===== src/rtl/pipeline_hazard_ctrl.sv =====
// rtl/pipeline_hazard_ctrl.sv - IF/ID and ID/EX stall, bubble and flush sequencing
// Load-use stalls and EX redirects, plus saturating stall/flush event counters.
module pipeline_hazard_ctrl #(
  parameter int LOAD_LAT  = 1,
  parameter int FLUSH_CYC = 2,
  parameter int CNT_W     = 16
) (
  input  logic             clk,
  input  logic             reset,
  input  logic             id_valid,
  input  logic [4:0]       id_rs1,
  input  logic [4:0]       id_rs2,
  input  logic             id_use_rs1,
  input  logic             id_use_rs2,
  input  logic             ex_valid,
  input  logic             ex_is_load,
  input  logic [4:0]       ex_rd,
  input  logic             jump_EX,
  input  logic             mispredict_EX,
  output logic             pc_stall,
  output logic             if_id_stall,
  output logic             if_id_flush,
  output logic             id_ex_bubble,
  output logic             redirect_busy,
  output logic [CNT_W-1:0] stall_cnt,
  output logic [CNT_W-1:0] flush_cnt
);

  typedef enum logic [1:0] {S_RUN, S_LD_STALL, S_REDIRECT} state_t;

  localparam logic [2:0] LOAD_RELOAD  = 3'(LOAD_LAT - 1);
  localparam logic [2:0] FLUSH_RELOAD = 3'(FLUSH_CYC - 1);

  state_t           r_state;
  logic [2:0]       r_cnt;
  logic [CNT_W-1:0] r_stall_cnt;
  logic [CNT_W-1:0] r_flush_cnt;

  logic w_redir;
  logic w_rs1_hit;
  logic w_rs2_hit;
  logic w_lu_hz;
  logic w_stall;
  logic w_flush;
  logic w_busy;

  assign w_redir   = jump_EX | mispredict_EX;
  assign w_rs1_hit = id_use_rs1 && (id_rs1 == ex_rd);
  assign w_rs2_hit = id_use_rs2 && (id_rs2 == ex_rd);
  assign w_lu_hz   = id_valid && ex_valid && ex_is_load && (ex_rd != 5'd0)
                     && (w_rs1_hit || w_rs2_hit);

  // Response is combinational so the pipe registers react in the same cycle;
  // reset forces everything low while it is held.
  always_comb begin
    w_stall = 1'b0;
    w_flush = 1'b0;
    w_busy  = 1'b0;
    if (reset) begin
      case (r_state)
        S_RUN: begin
          if (w_redir)      w_flush = 1'b1;
          else if (w_lu_hz) w_stall = 1'b1;
        end
        S_LD_STALL: begin
          if (w_redir) w_flush = 1'b1;
          else         w_stall = 1'b1;
        end
        S_REDIRECT: begin
          w_flush = 1'b1;
          w_busy  = 1'b1;
        end
        default: begin
          w_stall = 1'b0;
        end
      endcase
    end
  end

  assign pc_stall      = w_stall;
  assign if_id_stall   = w_stall;
  assign if_id_flush   = w_flush;
  assign id_ex_bubble  = w_stall | w_flush;
  assign redirect_busy = w_busy;
  assign stall_cnt     = r_stall_cnt;
  assign flush_cnt     = r_flush_cnt;

  always_ff @(posedge clk or negedge reset) begin
    if (!reset) begin
      r_state <= S_RUN;
      r_cnt   <= 3'd0;
    end else begin
      case (r_state)
        S_RUN: begin
          if (w_redir) begin
            if (FLUSH_CYC > 1) begin
              r_state <= S_REDIRECT;
              r_cnt   <= FLUSH_RELOAD;
            end
          end else if (w_lu_hz && (LOAD_LAT > 1)) begin
            r_state <= S_LD_STALL;
            r_cnt   <= LOAD_RELOAD;
          end
        end
        S_LD_STALL: begin
          if (w_redir) begin
            r_state <= (FLUSH_CYC > 1) ? S_REDIRECT : S_RUN;
            r_cnt   <= FLUSH_RELOAD;
          end else begin
            r_cnt <= r_cnt - 3'd1;
            if (r_cnt <= 3'd1) r_state <= S_RUN;
          end
        end
        S_REDIRECT: begin
          // A fresh redirect restarts the whole flush window.
          if (w_redir) begin
            r_cnt <= FLUSH_RELOAD;
          end else begin
            r_cnt <= r_cnt - 3'd1;
            if (r_cnt <= 3'd1) r_state <= S_RUN;
          end
        end
        default: begin
          r_state <= S_RUN;
          r_cnt   <= 3'd0;
        end
      endcase
    end
  end

  always_ff @(posedge clk or negedge reset) begin
    if (!reset) begin
      r_stall_cnt <= '0;
      r_flush_cnt <= '0;
    end else begin
      if (w_stall && (r_stall_cnt != '1)) r_stall_cnt <= r_stall_cnt + 1'b1;
      if (w_redir && (r_flush_cnt != '1)) r_flush_cnt <= r_flush_cnt + 1'b1;
    end
  end

endmodule


===== config.mk =====
export PLATFORM = sky130hd
export DESIGN_NAME = pipeline_hazard_ctrl
export DESIGN_NICKNAME = d
export VERILOG_FILES = /design/src/rtl/pipeline_hazard_ctrl.sv
export SDC_FILE = /design/constraint.sdc
export NUM_CORES = 1
export LEC_CHECK = 0
export BUFFER_PORTS_ARGS = -buffer_cell sky130_fd_sc_hd__buf_2
export CAP_MARGIN = 20
export CORE_ASPECT_RATIO = 0.5
export CORE_MARGIN = 5
export CORE_UTILIZATION = 50
export DETAILED_ROUTE_END_ITERATION = 12
export GPL_TIMING_DRIVEN = 0
export PLACE_DENSITY = 0.83
export SYNTH_ARGS = -nofsm -noshare
export SYNTH_HDL_FRONTEND = slang
export SYNTH_SLANG_ARGS = --single-unit

===== constraint.sdc =====
create_clock -name clk -period 4.4 [get_ports clk]
set_clock_uncertainty 0.05 [all_clocks]
set_input_delay 0.88 -clock clk [delete_from_list [all_inputs] [get_ports clk]]
set_output_delay 0.88 -clock clk [all_outputs]
set_load 0.005 [all_outputs]

==> flow_metrics.env, run 1 <==
export IMPL_p_seq_share_pct=43.9
export IMPL_ys_warn_count=0
export IMPL_crit_path_end_kind="primary output"
export IMPL_post_route_min_period_ns=3.408
export IMPL_finalHoldWorstSlack_ns=0.4390
export IMPL_setup_tns_ns=0
export IMPL_syn_area_sq_um=2071
export IMPL_io_pins=61
export IMPL_async_reset_ff_share_pct=100.0
export IMPL_cts_setup_buffers=0
export IMPL_core_area_sq_um=3944
export IMPL_synth_edf_count=0
export IMPL_powerDensity_nw_per_um2=397.8
export IMPL_syn_num_nets=240
export IMPL_fp_dieH_um=55.51
export IMPL_avgRoutedWirePerCell_um=14.17
export IMPL_slowest_delay_ns=0.64
export IMPL_worstSetupPathType="in2out"
export IMPL_row_count=16
export IMPL_die_area_sq_um=5607
export IMPL_gp_routability_congestion=0.8079
export IMPL_wl_um=4675
export IMPL_vdd_ir_drop_max_mv=0.2138
export IMPL_io_buffer_count=60
export IMPL_grt_start_max_net_pins=42
export IMPL_via_per_inst=5.394
export IMPL_htree_levels=2
export IMPL_final_antenna_net_count=0
export IMPL_critPathBufInv=2
export IMPL_clock_sinks=37
export IMPL_internal_power_mw=0.7020
export IMPL_required_ns=3.47
export IMPL_dr_pass1_iters=4
export IMPL_worstHoldPathType="reg2reg"
export IMPL_timing_hold_violations_final=0
export IMPL_path_clk_slew_ns=0.07
export IMPL_yosysUniqueCellTypes=36
export IMPL_cp_common_cell="buf_2"
export IMPL_final_util_pct=64.78
export IMPL_cts_tree="built"
export IMPL_drive_gt1_share_pct=29.35
export IMPL_grt_pass1_wl_um=8066
export IMPL_overflow=0
export IMPL_drt_iter0_drc=91
export IMPL_path_cells="buf_2 -> o21ai_0 -> nor2_1 -> or2_2 -> buf_2"
export IMPL_clock_latency_ns=0.29
export IMPL_arrival_ns=2.48
export IMPL_ys_seq_elements=37
export IMPL_antenna_cells=0
export IMPL_die_w_um=101.0
export IMPL_syn_inst=208
export IMPL_p_leak_nw=1.257
export IMPL_relSlewSlack_pct=43.43
export IMPL_holdPathStages=1
export IMPL_reg2reg_depth=8
export IMPL_tightest_slew_ns=0.8486
export IMPL_grt_pass1_vias=1775
export IMPL_cp_top_family="buffers and inverters"
export IMPL_max_cap_violations=0
export IMPL_finalSetupViolCount=0
export IMPL_synth_ff_type="dfrtp_1"
export IMPL_finalCritPeriodShare_pct=77.45
export IMPL_ctsHoldBuffers=0
export IMPL_comb_power_share_pct=26.2
export IMPL_clk_path_buf_depth=2
export IMPL_place_hpwl_um=3640
export IMPL_outcome="completed"
export IMPL_cp_num_cells=5
export IMPL_maxSlewViolCount=0
export IMPL_start_util_pct=52.51
export IMPL_p_switching_mw=0.3142
export IMPL_num_vias=1780
export IMPL_cts_buffers=5
export IMPL_switching_share_pct=30.92
export IMPL_p_clk_share_pct=29.9
export IMPL_antenna_found_initial=0
export IMPL_grt_total_usage_pct=17.60
export IMPL_start_kind="input port"
export IMPL_worst_path_max_fanout=41
export IMPL_layout_nets=307
export IMPL_cts_root_buf="clkbuf_8"
export IMPL_remaining_drc_errors=0
export IMPL_ys_seq_area_share_pct=44.71
export IMPL_area_growth_pct=23.38
export IMPL_avgSynthCellArea_sq_um=9.955
export IMPL_cts_resized=0
export IMPL_slowest_stage="buf_2"
export IMPL_rsz0062_at_grt="no"
export IMPL_max_freq_ghz=0.2934
==> path summary, 6_finish.rpt <==
| kind | startpoint | endpoint | slack, ns |
|---|---|---|---|
| worst max-delay path | reset | id_ex_bubble | 0.99 |
| worst min-delay path | stall_cnt[5]$_DFFE_PN0P_ | stall_cnt[5]$_DFFE_PN0P_ | 0.44 |
| worst max register to register | r_state[1]$_DFFE_PN0P_ | stall_cnt[12]$_DFFE_PN0P_ | 1.92 |
| worst min register to register | stall_cnt[5]$_DFFE_PN0P_ | stall_cnt[5]$_DFFE_PN0P_ | 0.44 |
| max in group asynchronous | reset | stall_cnt[13]$_DFFE_PN0P_ | 3.12 |
| min in group asynchronous | reset | stall_cnt[4]$_DFFE_PN0P_ | 0.64 |
==> worst reg2reg max path, stage by stage (launching register included) <==
cell and delay, ns:
dfrtp_1 0.45, inv_1 0.10, ha_1 0.16, buf_6 0.13, or3b_4 0.39, a211oi_2 0.26, a22oi_1 0.15, nor4_1 0.31
mux2_2 0.38
==> layout make-up <==
| cell class | count | area (sq um) |
|---|---|---|
| Inverter | 7 | 26.28 |
| Clock inverter | 1 | 30.03 |
| Sequential cell | 37 | 925.9 |
| Timing Repair Buffer | 60 | 300.3 |
| Fill cell | 321 | 1389 |
| Clock buffer | 7 | 86.33 |
| Multi-Input combinational cell | 160 | 1081 |
| Tap cell | 54 | 67.56 |
| Buffer | 4 | 37.54 |
==> cell usage after synthesis, drive strengths merged (2+ instances only) <==
cell type,instances,area share [%]
nor4,2,0.60
ha,8,4.8
nor2,20,3.6
nand2b,2,0.60
a211oi,2,0.97
nand2,18,3.3
and3,6,1.8
a22oi,3,1.1
mux2,6,3.3
xor2,8,3.4
nand4,13,3.9
o21ai,7,1.7
inv,7,1.3
nor2b,2,0.60
or2,2,0.60
dfrtp,37,45
xnor2,27,11
nand3,10,2.4
and2,2,0.60
a21oi,5,1.2
and4,2,0.85
buf,3,1.6
nor3,6,1.5
==> power groups by stage <==
stage	clock (mW)	combinational, mW	sequential, mW
2_1_floorplan	0	0.172	0.443
3_3_place_gp	0	0.256	0.446
3_5_place_dp	0	0.269	0.452
4_1_cts	0.311	0.271	0.445
5_1_grt	0.324	0.309	0.453
6_report	0.304	0.266	0.446
==> layout by cell type, fill, tap and decap left out <==
master / n
o211a_1: 1
inv_1: 7
a211oi_2: 1
and4_1: 2
o31ai_1: 1
clkbuf_1: 2
nor2_1: 20
bufinv_16: 1
o21a_1: 1
buf_8: 1
nand2b_1: 2
buf_6: 1
clkbuf_8: 6
a21o_4: 1
mux2_2: 6
nand3_1: 10
a31oi_1: 1
dfrtp_1: 37
o21ai_0: 7
and2_1: 2
and3_1: 6
xnor2_1: 27
a21oi_1: 5
nor4_1: 2
ha_1: 8
o31a_1: 1
or2_2: 2
o311a_1: 1
nor2b_1: 2
buf_2: 60
o22ai_1: 1
a211oi_1: 1
buf_4: 1
a22oi_1: 3
xor2_1: 8
nor3_1: 6
or3b_4: 1
nand4_1: 13
nand2_1: 18
==> cells by family (layout without fill, tap and decap cells) <==
logic type,Yosys count,in the layout,share of synthesized area (%)
compound gates,25,25,8.399
xor+xnor,35,35,14.80
fa+ha+maj,8,8,4.834
buf+inv,11,79,3.082
flops,37,37,44.71
mux,6,6,3.263
simple gates,86,86,20.91
==> state kept, by name, summed over array words and instances (netlist names) <==
signal,cells
flush_cnt,16
r_cnt,3
r_state,2
stall_cnt,16
==> metrics by stage <==
stage	total power [mW]	worst slack [ns]	cell area [sq um]	std cells
after global placement	0.7025	0.9775	2439	322
after global routing	1.087	0.6820	2555	330
after floorplan	0.6150	1.544	2071	208
after CTS	1.026	0.9146	2555	330
after detailed placement	0.7201	0.9199	2439	322
final	1.016	0.9922	2555	330
==> metal layers <==
layer  wire length (um)  global-route usage (%)  vias to the layer above
li1                   -                       -                      863
met1               2008                   22.13                      852
met2               2211                   29.00                       58
met3                396                   4.648                        7
met4                 58                   6.629                        0
met5                  0                       0                        -
No activity file was read; power rests on OpenSTA's default activity.
==> inputs of run 2 (changes only) <==
--- a/config.mk
+++ b/config.mk
@@ -9,10 +9,10 @@
 export CAP_MARGIN = 20
 export CORE_ASPECT_RATIO = 0.5
 export CORE_MARGIN = 5
-export CORE_UTILIZATION = 50
+export CORE_UTILIZATION = 46
 export DETAILED_ROUTE_END_ITERATION = 12
 export GPL_TIMING_DRIVEN = 0
-export PLACE_DENSITY = 0.83
+export PLACE_DENSITY = 0.8
 export SYNTH_ARGS = -nofsm -noshare
 export SYNTH_HDL_FRONTEND = slang
 export SYNTH_SLANG_ARGS = --single-unit
==> constraint.sdc (replaced) <==
create_clock -name clk -period 3 [get_ports clk]
set_clock_uncertainty 0.05 [all_clocks]
set_input_delay 0.6 -clock clk [delete_from_list [all_inputs] [get_ports clk]]
set_output_delay 0.6 -clock clk [all_outputs]
set_load 0.005 [all_outputs]
==> flow_metrics.env, run 2 (synthesis results as in run 1) <==
export IMPL_gp_routability_congestion=0.7931
export IMPL_powerDensity_nw_per_um2=586.8
export IMPL_area_growth_pct=25.32
export IMPL_drive_gt1_share_pct=31.54
export IMPL_grt_total_usage_pct=16.52
export IMPL_io_buffer_count=60
export IMPL_die_w_um=104.9
export IMPL_final_common_cell="buf_2"
export IMPL_relSlewSlack_pct=55.69
export IMPL_reg2reg_slack_ns=0.51
export IMPL_p_switching_mw=0.5029
export IMPL_remaining_drc_errors=0
export IMPL_start_kind="register"
export IMPL_reg2reg_to="stall_cnt[12]$_DFFE_PN0P_"
export IMPL_arrival_ns=2.23
export IMPL_final_antenna_net_count=0
export IMPL_finalPower_mw=1.523
export IMPL_overflow=0
export IMPL_seq_area_sq_um=927.1
export IMPL_required_ns=2.35
export IMPL_timing_hold_violations_final=0
export IMPL_max_freq_ghz=0.3469
export IMPL_reg2reg_depth=9
export IMPL_p_leak_nw=1.268
export IMPL_finalHoldWorstSlack_ns=0.2525
export IMPL_antenna_cells=0
export IMPL_crit_path_end_kind="primary output"
export IMPL_row_count=17
export IMPL_dr_pass1_iters=6
export IMPL_path_clk_slew_ns=0.08
export IMPL_clock_sinks=37
export IMPL_io_pins=61
export IMPL_nFillCells=356
export IMPL_cts_root_buf="clkbuf_8"
export IMPL_wl_um=4871
export IMPL_setup_tns_ns=0
export IMPL_multi_input_area_sq_um=1096
export IMPL_p_seq_share_pct=43.4
export IMPL_internal_power_mw=1.020
export IMPL_avgRoutedWirePerCell_um=14.50
export IMPL_r2r_start="r_state[1]$_DFFE_PN0P_"
export IMPL_start_util_pct=47.26
export IMPL_switching_share_pct=33.03
export IMPL_layout_nets=310
export IMPL_grt_start_max_net_pins=42
export IMPL_place_hpwl_um=3670
export IMPL_tightest_slew_ns=0.6622
export IMPL_worstSetupPathType="reg2out"
export IMPL_antenna_found_initial=0
export IMPL_finalCritPeriodShare_pct=96.09
export IMPL_num_vias=1789
export IMPL_htree_levels=2
export IMPL_cts_tree="built"
export IMPL_fp_dieH_um=57.45
export IMPL_p_clk_share_pct=28.8
export IMPL_cts_buffers=5
export IMPL_clk_path_buf_depth=2
export IMPL_grt_pass1_wl_um=8128
export IMPL_finalSetupViolCount=0
export IMPL_layout_common_cells="buf_2 (59), dfrtp_1 (36), xnor2_1 (27)"
export IMPL_via_per_inst=5.324
export IMPL_maxSlewViolCount=0
export IMPL_outcome="completed"
export IMPL_worst_path_max_fanout=9
export IMPL_post_route_min_period_ns=2.883
export IMPL_comb_power_share_pct=27.8
export IMPL_core_area_sq_um=4382
export IMPL_ctsHoldBuffers=0
export IMPL_rsz0062_at_grt="no"
export IMPL_drt_iter0_drc=106
export IMPL_worstHoldPathType="in2async"
export IMPL_vdd_ir_drop_max_mv=0.2218
export IMPL_die_area_sq_um=6025
export IMPL_grt_pass1_vias=1773
export IMPL_max_cap_violations=0
export IMPL_clock_latency_ns=0.30
==> run 2: changes by cell type in the layout (fill, tap and decap cells not counted), sizes merged <==
cell	change
clkinv	+1
buf	+2
==> run 2: how the worst max path moves through the flow <==
stage	from	endpoint	cells past startpoint
global placement	reset	id_ex_bubble	5
CTS	r_state[1]$_DFFE_PN0P_	id_ex_bubble	9
detailed placement	reset	id_ex_bubble	5
global route	r_state[1]$_DFFE_PN0P_	id_ex_bubble	9
finish	r_state[1]$_DFFE_PN0P_	id_ex_bubble	9
floorplan	r_state[1]$_DFFE_PN0P_	id_ex_bubble	8
==> run 2: cell type report <==
cell class | instances | share of cell area (%)
buffer | 4 | 1.446
clock buffer | 6 | 2.797
clock inverter | 2 | 1.495
inverter | 7 | 1.013
multi-input combinational | 160 | 42.24
sequential | 37 | 35.73
tap | 57 | 2.748
timing repair buffer | 63 | 12.54
==> run 2: per-layer routing <==
layer	GRT usage, %	part of all wire, %
met5	0	0
met4	5.647	2.1
met3	5.537	7.2
met2	29.79	50
met1	18.60	41
==> run 2: stage by stage <==
step | cells | cell area [sq um] | utilization [%] | setup WS (ns)
detailed placement | 325 | 2442 | 55.74 | 0.1241
global placement | 325 | 2442 | 55.74 | 0.1593
global route | 336 | 2595 | 59.22 | 0.003423
finish | 336 | 2595 | 59.22 | 0.1174
CTS | 333 | 2570 | 58.65 | 0.0008318
floorplan | 208 | 2071 | - | 0.5481
==> run 2: timing repair <==
action | 4_1_cts | 5_1_grt
setup endpoints to repair | 2 | 3
pin swaps | 1 | 3
setup buffers | 0 | 3
resized for setup | 4 | 2
==> run 2: power by group through the flow <==
| stage | registers (mW) | clock network (mW) | logic [mW] |
|---|---|---|---|
| after global routing | 0.667 | 0.467 | 0.465 |
| after floorplan | 0.650 | 0 | 0.252 |
| after CTS | 0.659 | 0.440 | 0.413 |
| after global placement | 0.653 | 0 | 0.375 |
| after detailed placement | 0.664 | 0 | 0.406 |
| final | 0.660 | 0.438 | 0.424 |
==> run 2: worst max-delay path, cell delays in order, from the launching register on <==
cell      delay, ns
dfrtp_2        0.46
inv_2          0.07
ha_1           0.15
buf_6          0.13
or3b_4         0.40
a211oi_4       0.21
a22oi_2        0.11
nor2_2         0.16
or2_2          0.13
buf_2          0.11
